$ cat src/rtl/alu_ctrl_pkg.sv
// Shared definitions for the ALU request scheduler: opcodes, FSM states, flag positions, widths.
package alu_ctrl_pkg;

  localparam int W_DEF   = 6;
  localparam int OPW_DEF = 2;

  localparam logic [1:0] OP_XNOR_OR_AND = 2'b00;
  localparam logic [1:0] OP_ROR         = 2'b01;

  // Bit positions inside the 4-bit flag vector {GT_ZERO,SF,CF,ZF}.
  localparam int GT_ZERO = 3;
  localparam int SF      = 2;
  localparam int CF      = 1;
  localparam int ZF      = 0;

  typedef enum logic [1:0] {
    IDLE = 2'd0,
    EXEC = 2'd1,
    RESP = 2'd2
  } state_t;

  // Both supported opcodes have op[1]=0; anything with op[1]=1 is unsupported.
  function automatic logic op_unsupported(input logic [1:0] op);
    return (op != OP_XNOR_OR_AND) && (op != OP_ROR);
  endfunction

endpackage

$ cat src/rtl/alu_rr_scheduler_rr_arb2.sv
// Two-way round-robin arbiter: grants the sole requester, or the pointer holder on contention.
// Pointer moves to the requester other than the finishing owner when advance is pulsed.
module rr_arb2 #(
  parameter bit PRIO_INIT = 1'b0
) (
  input  logic       clk,
  input  logic       rst_n,
  input  logic [1:0] req,
  input  logic       advance,
  input  logic       owner,
  output logic [1:0] grant
);

  logic ptr;

  always_ff @(posedge clk) begin
    if (!rst_n) begin
      ptr <= PRIO_INIT;
    end else if (advance) begin
      ptr <= ~owner;
    end
  end

  always_comb begin
    grant = req;
    if (req == 2'b11) begin
      grant      = 2'b00;
      grant[ptr] = 1'b1;
    end
  end

endmodule

$ cat src/rtl/alu_rr_scheduler.sv
// Time-shares one combinational ALU between two requesters: accept, one EXEC cycle, then hold the
// response until its owner takes it. Handshake at t gives rsp_valid at t+2; one op in flight at a time.
module alu_rr_scheduler
  import alu_ctrl_pkg::*;
#(
  parameter int W         = W_DEF,
  parameter int OPW       = OPW_DEF,
  parameter bit PRIO_INIT = 1'b0
) (
  input  logic           clk,
  input  logic           rst_n,
  input  logic [1:0]     req_valid,
  output logic [1:0]     req_ready,
  input  logic [W-1:0]   req_a0,
  input  logic [W-1:0]   req_a1,
  input  logic [W-1:0]   req_b0,
  input  logic [W-1:0]   req_b1,
  input  logic [OPW-1:0] req_op0,
  input  logic [OPW-1:0] req_op1,
  output logic [W-1:0]   alu_a,
  output logic [W-1:0]   alu_b,
  output logic [OPW-1:0] alu_op,
  input  logic [W-1:0]   alu_r,
  input  logic [3:0]     alu_flags,
  output logic [1:0]     rsp_valid,
  input  logic [1:0]     rsp_ready,
  output logic [W-1:0]   rsp_r,
  output logic [3:0]     rsp_flags,
  output logic           rsp_err,
  output logic           rsp_id,
  output logic           busy
);

  state_t     state;
  logic [1:0] grant;
  logic       accept;
  logic       rsp_done;

  rr_arb2 #(.PRIO_INIT(PRIO_INIT)) u_arb (
    .clk     (clk),
    .rst_n   (rst_n),
    .req     (req_valid),
    .advance (rsp_done),
    .owner   (rsp_id),
    .grant   (grant)
  );

  // Ready is withheld during reset so nothing is consumed while the block is being cleared.
  assign req_ready = (state == IDLE && rst_n) ? grant : 2'b00;
  assign accept    = |(req_valid & req_ready);
  assign rsp_done  = (state == RESP) && rsp_ready[rsp_id];
  assign busy      = (state != IDLE);

  always_ff @(posedge clk) begin
    if (!rst_n) begin
      state     <= IDLE;
      alu_a     <= '0;
      alu_b     <= '0;
      alu_op    <= '0;
      rsp_r     <= '0;
      rsp_flags <= '0;
      rsp_err   <= 1'b0;
      rsp_id    <= 1'b0;
      rsp_valid <= 2'b00;
    end else begin
      case (state)
        IDLE: begin
          if (accept) begin
            alu_a  <= grant[1] ? req_a1  : req_a0;
            alu_b  <= grant[1] ? req_b1  : req_b0;
            alu_op <= grant[1] ? req_op1 : req_op0;
            rsp_id <= grant[1];
            state  <= EXEC;
          end
        end
        EXEC: begin
          rsp_r     <= alu_r;
          rsp_flags <= alu_flags;
          rsp_err   <= op_unsupported(alu_op[1:0]);
          rsp_valid <= rsp_id ? 2'b10 : 2'b01;
          state     <= RESP;
        end
        RESP: begin
          if (rsp_done) begin
            rsp_valid <= 2'b00;
            state     <= IDLE;
          end
        end
        default: state <= IDLE;
      endcase
    end
  end

endmodule

$ cat config.mk
export PLATFORM = sky130hd
export DESIGN_NAME = alu_rr_scheduler
export DESIGN_NICKNAME = d
export VERILOG_FILES = /design/src/rtl/alu_ctrl_pkg.sv /design/src/rtl/alu_rr_scheduler_rr_arb2.sv /design/src/rtl/alu_rr_scheduler.sv
export SDC_FILE = /design/constraint.sdc
export NUM_CORES = 1
export LEC_CHECK = 0
export BUFFER_PORTS_ARGS = -buffer_cell sky130_fd_sc_hd__buf_2
export CORE_AREA = 2 2 58 60
export CTS_BUF_LIST = sky130_fd_sc_hd__clkbuf_16
export DETAILED_ROUTE_END_ITERATION = 10
export DIE_AREA = 0 0 60 62
export PLACE_DENSITY = 0.8
export SETUP_SLACK_MARGIN = 0.15
export SLEW_MARGIN = 20
export SYNTH_ARGS = -nofsm -noshare
export SYNTH_HDL_FRONTEND = slang
export SYNTH_SLANG_ARGS = --single-unit
$ cat constraint.sdc
create_clock -name clk -period 2.58 [get_ports clk]
set_input_delay 0.129 -clock clk [delete_from_list [all_inputs] [get_ports clk]]
set_output_delay 0.129 -clock clk [all_outputs]
set_load 0.01 [all_outputs]
==> run metrics <==
sequential element share of the synthesized area=0.440; number of port buffers=74; Post CTS Setup Buffer Count=0; hold bufs inserted after CTS=0; number of gates resized after cts=0; TritonCTS clock tree=done; first-pass GRT wire length=4.90 mm; net count after synthesis=192; clock root buffer=clkbuf_16; number of top-level design ports=75; library cells used by synthesis=26; detailed-route DRC error count=0; remaining antenna violation count=0; die outline height=62 um; Clock Path Buffers=2; status=finished, final reports clean; Final Hold Fails=0; final total negative setup slack=0 ps; post-layout minimum cycle time=1710 ps; Critical Path Max Stage Delay=690 ps; detail-routed net length per standard cell=11.9 um; Die Span X=60 um; Tot Pwr=1.32 mW; Period Utilization, post-route=0.662; global placer's final weighted congestion=0.698; Net count, final=262; Tightest Hold Check Type=input port to register; clock slew seen by the registers of the worst setup and hold paths=40 ps; synthesized flop and latch total=31; Synth Area per Inst=9.53 um^2; required time worst endpoint=2450 ps; highest-delay cell along the critical path=nor2b_1; logic depth of the worst register-to-register path=4; Remaining Overflow, GRT=0; Worst Tran Pin Value=881 ps; maximum number of pins on one net before global-route repair=32; Worst Setup End Kind=primary output; worst slack at placement=1070 ps; TritonCTS Sinks=31; RSZ-0062 raised after global routing=no; Worst Path Class, Setup=register to primary output; DIE AREA=3720 um^2; via count of the first global-routing pass=1,156; total CTS buffers=5; Pwr per Cell Area=685 nW/um^2; Most Used Layer, Global Route=met2; final count of pins violating max slew=0; cell total after placement=257; placeable core area=3180 um^2; total of endpoints with negative setup slack in the final report=0; Antenna diodes=0; global routing met2 resource utilization=0.275; most common cell after layout, fill and taps aside=buf_2; Fillers=312; number of warnings reported in the yosys synthesis log=0; initial antenna violation count=0; number of search-and-repair iterations in the first detailed-routing pass=2; Layout Cells excl Fill=265; worst supply voltage drop on vdd=513 uV; detailed router's first-iteration violation count=27; number of H-tree levels=2; Row Count=21; clock insertion delay at the later pin of the skew report=270 ps; worst endpoint data arrival time=1580 ps; Setup Skew=6.00 ps; list of cells traversed by the critical path=nor2b_1 > nor3b_1 > buf_2; cells after synthesis=148; via density per instance=4.90; met3 Track Usage GR=0.0642; synthesized area=1410 um^2; placed wire-length estimate after detailed placement=2.23 mm; normalized max-slew margin=0.411; met1 routing resource usage after global routing=0.224; All-Layer GR Usage=0.179; Initial Utilization=0.444; Final Worst Setup Slack=873 ps; Min-Delay Path Depth=2; via count=1,299; Critical Path Start Type=register; ratio of cells with drive above 1 in the final layout=0.388; Core Util, Final=0.606; largest driver fanout on the critical path=16; maximum operating frequency=586 MHz; # Max-Cap Violations=0; leakage power=0.867 nW; sum of routed wire length over all layers=3.14 mm; area overhead of the layout relative to synthesis=36.6%; leading cell types in the layout, fill and taps excluded=buf_2, dfxtp_1, nand2_1
## synthesized netlist by cell type
cell | number | area share
dfxtp_1 | 31 | 0.44
nand2_1 | 25 | 0.067
o2111a_1 | 14 | 0.11
or3_1 | 14 | 0.062
or4b_1 | 14 | 0.099
a21boi_0 | 11 | 0.059
clkbuf_1 | 8 | 0.021
a21oi_1 | 4 | 0.014
nor2b_1 | 4 | 0.018
nor3b_1 | 3 | 0.016
buf_2 | 2 | 0.0071
nand2b_1 | 2 | 0.0089
nor2_1 | 2 | 0.0053
o21ai_0 | 2 | 0.0071
a21bo_2 | 1 | 0.0071
a311oi_1 | 1 | 0.0062
and2_0 | 1 | 0.0044
and3_1 | 1 | 0.0044
buf_6 | 1 | 0.0080
clkbuf_2 | 1 | 0.0035
inv_1 | 1 | 0.0027
inv_2 | 1 | 0.0027
mux2i_1 | 1 | 0.0071
nor2_4 | 1 | 0.0080
o21a_1 | 1 | 0.0053
or2_2 | 1 | 0.0044
## stage by stage
stage	cell area [um^2]	hold slack, ps
detailed placement	1790	362
floorplan	1410	243
global route	1930	80.9
CTS	1930	71.8
finish	1930	80.3
global placement	1790	352
## worst paths after layout
check                                    end    startpoint  slack (ps)
worst max-delay path            req_ready[1]     u_arb.ptr         870
worst min-delay path               u_arb.ptr  rsp_ready[1]          80
worst max register to register      alu_a[5]      state[1]        1080
worst min register to register  rsp_flags[2]  rsp_flags[2]         460
## layout make-up
class / instances / area, um^2 / area share
Inverter: 2 / 7.51 / 0.00390
Clock buffer: 5 / 125 / 0.0649
Sequential cell: 31 / 621 / 0.322
Multi-Input combinational cell: 103 / 726 / 0.377
Timing Repair Buffer: 75 / 378 / 0.196
Tap cell: 46 / 57.6 / 0.0299
Clock inverter: 3 / 12.5 / 0.00649
## logic make-up (layout without fill, tap and decap cells)
kind of cell           after synthesis  in the layout  share of synthesized area
buffers and inverters               14             85                     0.0452
muxes                                1              1                    0.00710
and+or+nand+nor                     68             68                      0.297
AOI/OAI and AO/OA                   34             34                      0.210
DFF                                 31             31                      0.440
## metal layers
layer | routed length (um) | part of all wire
met5 | 0 | 0
met4 | 58 | 0.018
met3 | 269 | 0.086
met2 | 1420 | 0.45
met1 | 1390 | 0.44
## power by group
part / internal, mW / leakage, nW / switching (mW)
logic: 0.111 / 0.535 / 0.125
registers: 0.525 / 0.255 / 0.0251
clock network: 0.347 / 0.0762 / 0.186
total: 0.983 / 0.867 / 0.337
## state kept, by name, summed over array words and instances, names as in the netlist
signal,cells
alu_a,6
alu_b,6
rsp_r,6
rsp_flags,4
alu_op,2
rsp_valid,2
state,2
rsp_err,1
rsp_id,1
u_arb.ptr,1
## worst max-delay path: cells and delay by family (launching register included)
kind                   cells  cell delay, ps
AND/OR/NAND/NOR            2             800
flip-flops                 1             330
buffers and inverters      1             170
Power figures use the tool's default switching activity.
